**src/rtl/fft_arith_pkg.sv**
```systemverilog
// fft_arith_pkg: shared arithmetic definitions for the FFT datapath.
//   - divider FSM state encodings (IDLE, CALC, SIGN, DONE)
//   - saturation bit patterns as functions of word length
//   - counter width helper
package fft_arith_pkg;

  localparam logic [1:0] ST_IDLE = 2'd0;
  localparam logic [1:0] ST_CALC = 2'd1;
  localparam logic [1:0] ST_SIGN = 2'd2;
  localparam logic [1:0] ST_DONE = 2'd3;

  // Largest positive signed wl-bit value, as a zero-extended bit pattern.
  function automatic logic [63:0] sat_max(input int unsigned wl);
    return (64'd1 << (wl - 1)) - 64'd1;
  endfunction

  // Most negative signed wl-bit value; only the low wl bits are meaningful.
  function automatic logic [63:0] sat_min(input int unsigned wl);
    return 64'd1 << (wl - 1);
  endfunction

  // Width of a counter that must hold the values 0..wl.
  function automatic int unsigned cnt_width(input int unsigned wl);
    return int'($clog2(wl + 1));
  endfunction

endpackage

```
**src/rtl/fft_seq_div_if.sv**
```systemverilog
// fft_seq_div_if: operand/result handshake bundle for fft_seq_div.
//   in_valid/in_ready + N (2*WL) + D (WL)          : operation request
//   out_valid/out_ready + Q, R (WL) + div_by_zero, overflow : result
// master = requester/consumer side, slave = divider side.
interface fft_seq_div_if #(parameter int WL = 16);
  logic              in_valid;
  logic              in_ready;
  logic [2*WL-1:0]   N;
  logic [WL-1:0]     D;
  logic              out_valid;
  logic              out_ready;
  logic [WL-1:0]     Q;
  logic [WL-1:0]     R;
  logic              div_by_zero;
  logic              overflow;

  modport master (
    output in_valid, N, D, out_ready,
    input  in_ready, out_valid, Q, R, div_by_zero, overflow
  );

  modport slave (
    input  in_valid, N, D, out_ready,
    output in_ready, out_valid, Q, R, div_by_zero, overflow
  );
endinterface

```
**src/rtl/fft_seq_div_step.sv**
```systemverilog
// div_step: one combinational restoring division step.
//   rem_in  : partial remainder (always < d)
//   dbit    : next dividend bit shifted in at the LSB
//   d       : unsigned divisor magnitude
//   rem_out : remainder after the conditional subtract
//   q_bit   : quotient bit produced by this step
module div_step #(parameter int WL = 16) (
  input  logic [WL-1:0] rem_in,
  input  logic          dbit,
  input  logic [WL-1:0] d,
  output logic [WL-1:0] rem_out,
  output logic          q_bit
);
  // One extra bit holds the shifted remainder before the compare.
  logic [WL:0] trial;

  always_comb begin
    trial   = {rem_in, dbit};
    q_bit   = (trial >= {1'b0, d});
    // The kept result is always < d, so it fits back into WL bits.
    rem_out = WL'(q_bit ? (trial - {1'b0, d}) : trial);
  end
endmodule

```
**src/rtl/fft_seq_div.sv**
```systemverilog
// fft_seq_div: sequential signed divider, 2*WL-bit dividend by WL-bit divisor.
//   CLK : clock, rising edge
//   RST : asynchronous active-high reset
//   bus : fft_seq_div_if.slave (request N/D, result Q/R/div_by_zero/overflow)
// One restoring step per clock; saturates Q and zeroes R on divide-by-zero or
// when the quotient does not fit in signed WL bits.
module fft_seq_div
  import fft_arith_pkg::*;
#(parameter int WL = 16) (
  input  logic CLK,
  input  logic RST,
  fft_seq_div_if.slave bus
);
  localparam int unsigned   CW      = cnt_width(WL);
  localparam logic [WL-1:0] SAT_MAX = WL'(sat_max(WL));
  localparam logic [WL-1:0] SAT_MIN = WL'(sat_min(WL));

  logic [1:0]      state;
  logic            sn, sd;
  logic [WL-1:0]   dabs;
  logic [WL-1:0]   rem;
  logic [WL-1:0]   shreg;
  logic [WL-1:0]   qreg;
  logic [CW-1:0]   cnt;
  logic            out_valid_r, dz_r, ov_r;
  logic [WL-1:0]   q_r, r_r;

  logic            n_neg, d_neg;
  logic [2*WL-1:0] n_abs;
  logic [WL-1:0]   d_abs;
  logic [WL-1:0]   step_rem;
  logic            step_q;
  logic            q_neg;

  always_comb begin
    n_neg = bus.N[2*WL-1];
    d_neg = bus.D[WL-1];
    n_abs = n_neg ? -bus.N : bus.N;
    d_abs = d_neg ? -bus.D : bus.D;
    q_neg = sn ^ sd;
  end

  div_step #(.WL(WL)) u_step (
    .rem_in  (rem),
    .dbit    (shreg[WL-1]),
    .d       (dabs),
    .rem_out (step_rem),
    .q_bit   (step_q)
  );

  assign bus.in_ready    = (state == ST_IDLE);
  assign bus.out_valid   = out_valid_r;
  assign bus.Q           = q_r;
  assign bus.R           = r_r;
  assign bus.div_by_zero = dz_r;
  assign bus.overflow    = ov_r;

  always_ff @(posedge CLK or posedge RST) begin
    if (RST) begin
      state       <= ST_IDLE;
      sn          <= 1'b0;
      sd          <= 1'b0;
      dabs        <= '0;
      rem         <= '0;
      shreg       <= '0;
      qreg        <= '0;
      cnt         <= '0;
      out_valid_r <= 1'b0;
      dz_r        <= 1'b0;
      ov_r        <= 1'b0;
      q_r         <= '0;
      r_r         <= '0;
    end else begin
      case (state)
        ST_IDLE: begin
          if (bus.in_valid) begin
            sn    <= n_neg;
            sd    <= d_neg;
            dabs  <= d_abs;
            rem   <= n_abs[2*WL-1:WL];
            shreg <= n_abs[WL-1:0];
            qreg  <= '0;
            cnt   <= '0;
            if (d_abs == '0) begin
              dz_r        <= 1'b1;
              ov_r        <= 1'b0;
              q_r         <= n_neg ? SAT_MIN : SAT_MAX;
              r_r         <= '0;
              out_valid_r <= 1'b1;
              state       <= ST_DONE;
            end else if (n_abs[2*WL-1:WL] >= d_abs) begin
              // Upper half alone already needs more than WL quotient bits.
              dz_r        <= 1'b0;
              ov_r        <= 1'b1;
              q_r         <= (n_neg ^ d_neg) ? SAT_MIN : SAT_MAX;
              r_r         <= '0;
              out_valid_r <= 1'b1;
              state       <= ST_DONE;
            end else begin
              state <= ST_CALC;
            end
          end
        end
        ST_CALC: begin
          rem   <= step_rem;
          shreg <= {shreg[WL-2:0], 1'b0};
          qreg  <= {qreg[WL-2:0], step_q};
          cnt   <= cnt + CW'(1);
          if (cnt == CW'(WL - 1)) state <= ST_SIGN;
        end
        ST_SIGN: begin
          dz_r        <= 1'b0;
          out_valid_r <= 1'b1;
          state       <= ST_DONE;
          // Unsigned magnitude 2^(WL-1) is legal only for a negative result.
          if (!q_neg && qreg[WL-1]) begin
            ov_r <= 1'b1;
            q_r  <= SAT_MAX;
            r_r  <= '0;
          end else if (q_neg && (qreg > SAT_MIN)) begin
            ov_r <= 1'b1;
            q_r  <= SAT_MIN;
            r_r  <= '0;
          end else begin
            ov_r <= 1'b0;
            q_r  <= q_neg ? -qreg : qreg;
            r_r  <= sn ? -rem : rem;
          end
        end
        ST_DONE: begin
          if (bus.out_ready) begin
            out_valid_r <= 1'b0;
            state       <= ST_IDLE;
          end
        end
        default: state <= ST_IDLE;
      endcase
    end
  end
endmodule

```
**src/flat_wrapper.sv**
```systemverilog
// flat-port wrapper written by rule: the top's interface ports become plain ports
module fft_seq_div_flat import fft_arith_pkg::*;
#(parameter int WL = 16)
  (CLK, RST, bus_in_valid, bus_N, bus_D, bus_out_ready, bus_in_ready, bus_out_valid, bus_Q, bus_R, bus_div_by_zero, bus_overflow);
  fft_seq_div_if #(.WL(WL)) bus_i ();
  input  logic CLK;
  input  logic RST;
  input wire logic [$bits(bus_i.in_valid)-1:0] bus_in_valid;
  input wire logic [$bits(bus_i.N)-1:0] bus_N;
  input wire logic [$bits(bus_i.D)-1:0] bus_D;
  input wire logic [$bits(bus_i.out_ready)-1:0] bus_out_ready;
  output wire logic [$bits(bus_i.in_ready)-1:0] bus_in_ready;
  output wire logic [$bits(bus_i.out_valid)-1:0] bus_out_valid;
  output wire logic [$bits(bus_i.Q)-1:0] bus_Q;
  output wire logic [$bits(bus_i.R)-1:0] bus_R;
  output wire logic [$bits(bus_i.div_by_zero)-1:0] bus_div_by_zero;
  output wire logic [$bits(bus_i.overflow)-1:0] bus_overflow;
  assign bus_i.in_valid = bus_in_valid;
  assign bus_i.N = bus_N;
  assign bus_i.D = bus_D;
  assign bus_i.out_ready = bus_out_ready;
  assign bus_in_ready = bus_i.in_ready;
  assign bus_out_valid = bus_i.out_valid;
  assign bus_Q = bus_i.Q;
  assign bus_R = bus_i.R;
  assign bus_div_by_zero = bus_i.div_by_zero;
  assign bus_overflow = bus_i.overflow;
  fft_seq_div #(.WL(WL)) u_core (.CLK(CLK), .RST(RST), .bus(bus_i));
endmodule
```
**config.mk**
```make
export PLATFORM = sky130hd
export DESIGN_NAME = fft_seq_div_flat
export DESIGN_NICKNAME = d
export VERILOG_FILES = /design/src/rtl/fft_arith_pkg.sv /design/src/rtl/fft_seq_div_if.sv /design/src/rtl/fft_seq_div_step.sv /design/src/rtl/fft_seq_div.sv /design/src/flat_wrapper.sv
export SDC_FILE = /design/constraint.sdc
export NUM_CORES = 1
export LEC_CHECK = 0
export CAP_MARGIN = 0
export CORE_ASPECT_RATIO = 0.8
export CORE_MARGIN = 2
export CORE_UTILIZATION = 50
export CTS_CLUSTER_DIAMETER = 50
export DETAILED_ROUTE_END_ITERATION = 10
export DONT_BUFFER_PORTS = 1
export SETUP_SLACK_MARGIN = 0.05
export SYNTH_ARGS = -nofsm -noshare
export SYNTH_HDL_FRONTEND = slang
export SYNTH_SLANG_ARGS = --single-unit
```
**constraint.sdc**
```tcl
create_clock -name CLK -period 12 [get_ports CLK]
set_clock_uncertainty 0.2 [all_clocks]
set_input_delay 3 -clock CLK [delete_from_list [all_inputs] [get_ports CLK]]
set_output_delay 3 -clock CLK [all_outputs]
set_load 0.005 [all_outputs]
```
---- Word-level counts from Yosys, hierarchy flattened ----
Cells that the tools add are included.
word-level totals
  register bits ........................... 108
  input port bits ......................... 52
  logic and storage cells ................. 92
  output and inout bits ................... 36
cells by class
  order comparisons ....................... 3
  eq/ne operators ......................... 8
  bitwise operators ....................... 2
  reduce and logical (&&, ||, !) cells .... 13
  mux-type cells .......................... 47
  add/subtract/negate cells ............... 6
operators by type and width
  cell                  count
  $mux 16               19
  $pmux 16 s2           5
  $neg 16->16           3
  $mux 32               1
  $neg 32->32           1
  $ge 17x16->1          1
  $ge 16x16->1          1
  $gt 16x16->1 const B  1
  $logic_not 16->1      1
  $sub 16x16->16        1
  $mux 1                11
  $mux 2                5
  $pmux 5 s2            1
  $pmux 2 s4            1
  $reduce_and 3->1      2
  $add 5x1->5 const B   1
  $eq 5x4->1 const B    1
  $mux 5                1
  $eq 2x2->1 const B    2
  $ne 2x2->1 const B    2
  $pmux 1 s2            2
  $reduce_and 2->1      2
  $reduce_and 4->1      1
  $reduce_bool 2->1     2
  other kinds (9)       11

---- Depth between registers and ports, before layout ----
  depth after elaboration ................. 7
  gate-level depth with buffers ........... 17

---- Modules after synthesis ----
From an unflattened synthesis, not the netlist that was laid out.
second synthesis, totals
  cell total of the unflattened synthesis .. 905
  area, all modules ....................... 7938.9 um^2
by module, submodules not included
  module       cells each  area each (um^2)  sequential area each (um^2)  times used
  fft_seq_div  749         6774.0            2702.6                       1
  div_step     156         1164.9            0.0                          1

---- Worst setup path after synthesis ----
OpenSTA, ideal clock, no wires.
  kind .................................... in2reg
  from .................................... input port bus_N[13]
  to ...................................... register u_core.r_r[0], in the netlist u_core.bus.R[0]
  arrival ................................. 6593 ps
  stages on the path ...................... 14
  setup slack ............................. 5080 ps
  library setup time ...................... 127 ps
  data required time ...................... 11673 ps
  path buffers ............................ 2
  cell sequence ........................... or4_1 or3_1 or4_1 o41ai_1 xnor2_1 ha_1 a21o_1 a21oi_1 o211a_1 o41ai_4 and2_1 buf_4 buf_6 mux2_1
between the ends
  longest elaborated chain between the ends .. 5
RTL lines
  element                            RTL line            source
  start, declared                    flat_wrapper.sv:9   input wire logic [$bits(bus_i.N)-1:0] bus_N;
  $neg 32->32                        fft_seq_div.sv:38   n_abs = n_neg ? -bus.N : bus.N;
  $mux 32                            fft_seq_div.sv:38
  $ge 16x16->1                       fft_seq_div.sv:91   end else if (n_abs[2*WL-1:WL] >= d_abs) begin
  $ne 3x1->1 (no source line)        -
  $reduce_and 3->1 (no source line)  -
  end signal, assigned               fft_seq_div.sv:127  r_r <= sn ? -rem : rem;
  end, declared                      fft_seq_div.sv:26   logic [WL-1:0] q_r, r_r;
Every way passes these cells.
A chain may end at the register's enable or synchronous reset.

---- Final worst setup path ----
  from .................................... input port bus_N[13]
  to ...................................... register u_core.r_r[3], in the netlist u_core.bus.R[3]
The elaborated chain is that of the path after synthesis.

==> flow_summary.yaml <==
status:
  status: "completed"
worst_setup_path:
  rr_worst_depth: 8
  worstPathArrival_ns: 7.00
  crit_top_cell: "or4_1"
  crit_slowest_cell: "or4_1"
  critPathLaunchType: "input pin"
  path_cells: "or4_1 > or3_1 > or4_1 > o41ai_1 > xnor2_1 > ha_1 > and3_1 > nand4_1 > o211a_1 > o41ai_4 > and2_1 > buf_4 > mux2_2"
  critPathRequiredTime_ns: 12.04
  worstPathMaxFanout: 32
  rr_endpoint: "u_core.rem[12]$_DFFE_PP0P_"
  ff2ff_setup_slack_ns: 8.09
  crit_path_max_incr_delay_ns: 0.62
  path_class: "in2reg"
  r2r_start: "u_core.rem[8]$_DFFE_PP0P_"
  setup.worst_path.end_class: "flip-flop"
sta:
  fin_hold_ws_ns: 0.282
  rsz0062_at_grt: "no"
  hold_viol_final: 0
  worst_pin_slew_ns: 1.08
  relSlewSlack_pct: 27.8
  min_period_ns: 6.96
  fmax_mhz: 144
  setup-tns-final_ns: 0
  setup_violations: 0
  finalCritPeriodShare_pct: 58.0
  drv_slew: 0
routing:
  top_layer_used: "met4"
  route.vias.total: 6798
  drtPass1Iterations: 6
  wl_met3_mm: 1.77
  wl_mm: 21.6
  route.detailed.wl_per_inst_um: 19.6
  drc: 0
  viasPerCell: 6.18
  routed-wl-met2_mm: 9.06
  ant_nets: 0
  initialDrtViolationCount: 508
  drt-met1-wl_mm: 10.4
finish:
  drive_gt1_share_pct: 5.42
  n_fill_cell: 1496
  mostFrequentLayoutCells: "dfrtp_1, nand2_1, o21ai_0"
  fin_nets: 977
  diodes: 0
  layout_commonest_cell: "dfrtp_1"
  fin_util_pct: 53.3
  areaGrowthSynthToFinish_pct: 5.07
pwr:
  power.density_nw_per_um2: 283
  irDropWorstVdd_uv: 94.3
  leakagePower_nw: 3.56
hold_path:
  hold_path_end: "u_core.shreg[1]$_DFFE_PP0P_"
  hp-start: "u_core.shreg[1]$_DFFE_PP0P_"
  hold_class: "reg2reg"
  hold_path_depth: 2
die:
  start_util_pct: 50.8
  fp.coreArea_um2: 15600
  num_rows: 41
  die_h_um: 117
  dieWidth_um: 145
  die-area_um2: 16900
  design.portCount: 88
cts:
  postCtsHoldBufs: 0
  insertion_delay_ns: 0.37
  htree_levels: 3
  cts_buffer_depth: 2
  cts_resized: 0
  tritoncts: "yes"
  path_clk_slew_ns: 0.07
  numCtsBuffers: 9
  cts.sinks: 108
  root_buffer: "clkbuf_16"
  postCtsSetupRepairBufs: 0
global_route:
  grt_pass1_wl_mm: 34.6
  first_global_vias: 6439
  grt_max_degree: 61
  antenna_found_initial: 0
  globalRoute.totalOverflow: 0
  grtUsageTotal_pct: 25.9
flow_run:
  maxCapViolations: 0
synth:
  synth_area_um2: 7940
  synth_nets: 1009
  async_reset_ff_share_pct: 100
  yosys_warnings: 0
  synth_edf_count: 0
  avgSynthCellArea_um2: 8.70
  synth_seq_cells: 108
  ys_seq_area_share_pct: 34.0
  synth-main-ff-cell: "dfrtp_1"
  synthCells: 913
  synth_cell_types: 76
placement:
  port_buffers: 0
  hpwl_mm: 16.3
  gp_congestion: 0.941
==> per-layer routing <==
metal  vias to the layer above  GRT usage [%]
met5                         -              0
met4                         0           7.66
met3                        27           6.68
met2                       249           38.5
met1                      3269           37.3
li1                       3253              -
==> stage by stage <==
step	cells	power [W]	area, um^2	worst slack, ns
after floorplan	913	0.00173	7940	5.08
after global routing	1100	0.00256	8350	4.83
after CTS	1100	0.00236	8350	5.06
after detailed placement	1085	0.00204	8050	4.68
after global placement	1085	0.00199	8050	4.79
final	1100	0.00236	8350	5.04
==> flip-flops by register name, indices dropped and copies added, names as in the netlist <==
register / count
u_core.rem: 16
u_core.bus.R: 16
u_core.sd: 1
u_core.cnt: 5
u_core.qreg: 16
u_core.bus.out_valid: 1
u_core.bus.overflow: 1
u_core.state: 2
u_core.sn: 1
u_core.dabs: 16
u_core.bus.div_by_zero: 1
u_core.shreg: 16
u_core.bus.Q: 16
==> cells by family after synthesis <==
kind of cell / after synthesis / share of synthesized area [%]
AND/OR/NAND/NOR: 292 / 18.0
XOR/XNOR: 79 / 8.71
flip-flops: 108 / 34.0
multiplexers: 32 / 4.65
adder cells (fa/ha/maj): 44 / 7.02
AO/OA/AOI/OAI: 265 / 22.6
buffers and inverters: 93 / 4.98
==> layout make-up <==
class / count / area (um^2) / area share [%]
clock buffer: 10 / 239 / 2.86
clock inverter: 5 / 60.1 / 0.720
inverter: 43 / 164 / 1.96
multi-input combinational: 712 / 4860 / 58.2
sequential: 108 / 2700 / 32.4
tap: 215 / 269 / 3.22
timing repair buffer: 7 / 52.6 / 0.630
==> worst max-delay path: cells and delay by family <==
kind | cells | cell delay, ns
buffers and inverters | 1 | 0.36
AOI/OAI and AO/OA | 3 | 0.70
and+or+nand+nor | 6 | 2.02
muxes | 1 | 0.38
xor gates and xnor gates | 1 | 0.18
adders and majority gates | 1 | 0.33
==> cell usage after synthesis (all sizes together), types with 8 or more instances <==
library cell	n	area [um^2]
dfrtp	108	2700
nand2	93	349
o21ai	84	420
nor2	70	263
ha	43	538
inv	43	161
a21oi	41	205
xor2	41	359
clkbuf	39	148
xnor2	38	333
nor3	24	120
o31ai	22	165
a22o	19	166
mux2	19	214
nand3	17	85.1
a2bb2oi	15	138
or3	14	87.6
mux2i	13	155
buf	11	86.3
o22ai	11	68.8
nor4	10	62.6
or4	10	78.8
nand2b	9	56.3
o211ai	9	72.6
o41ai	9	105
a21o	8	60.1
and3	8	50.1
nor2b	8	50.1
==> worst max-delay path by stage <==
stage | start | end | slack, ns | cells after the start
floorplan | bus_N[13] | u_core.bus.R[0]$_DFFE_PP0P_ | 5.08 | 14
global placement | bus_N[13] | u_core.bus.R[4]$_DFFE_PP0P_ | 4.79 | 13
detailed placement | bus_N[13] | u_core.bus.R[4]$_DFFE_PP0P_ | 4.68 | 13
CTS | bus_N[13] | u_core.bus.R[4]$_DFFE_PP0P_ | 5.06 | 13
global route | bus_N[13] | u_core.bus.R[4]$_DFFE_PP0P_ | 4.83 | 13
finish | bus_N[13] | u_core.bus.R[3]$_DFFE_PP0P_ | 5.04 | 13
==> report_power, final <==
group | internal, W | switching, W
clock network | 0.000168 | 0.000144
registers | 0.000517 | 0.000164
logic | 0.000549 | 0.000816
Power figures use the tool's default switching activity.
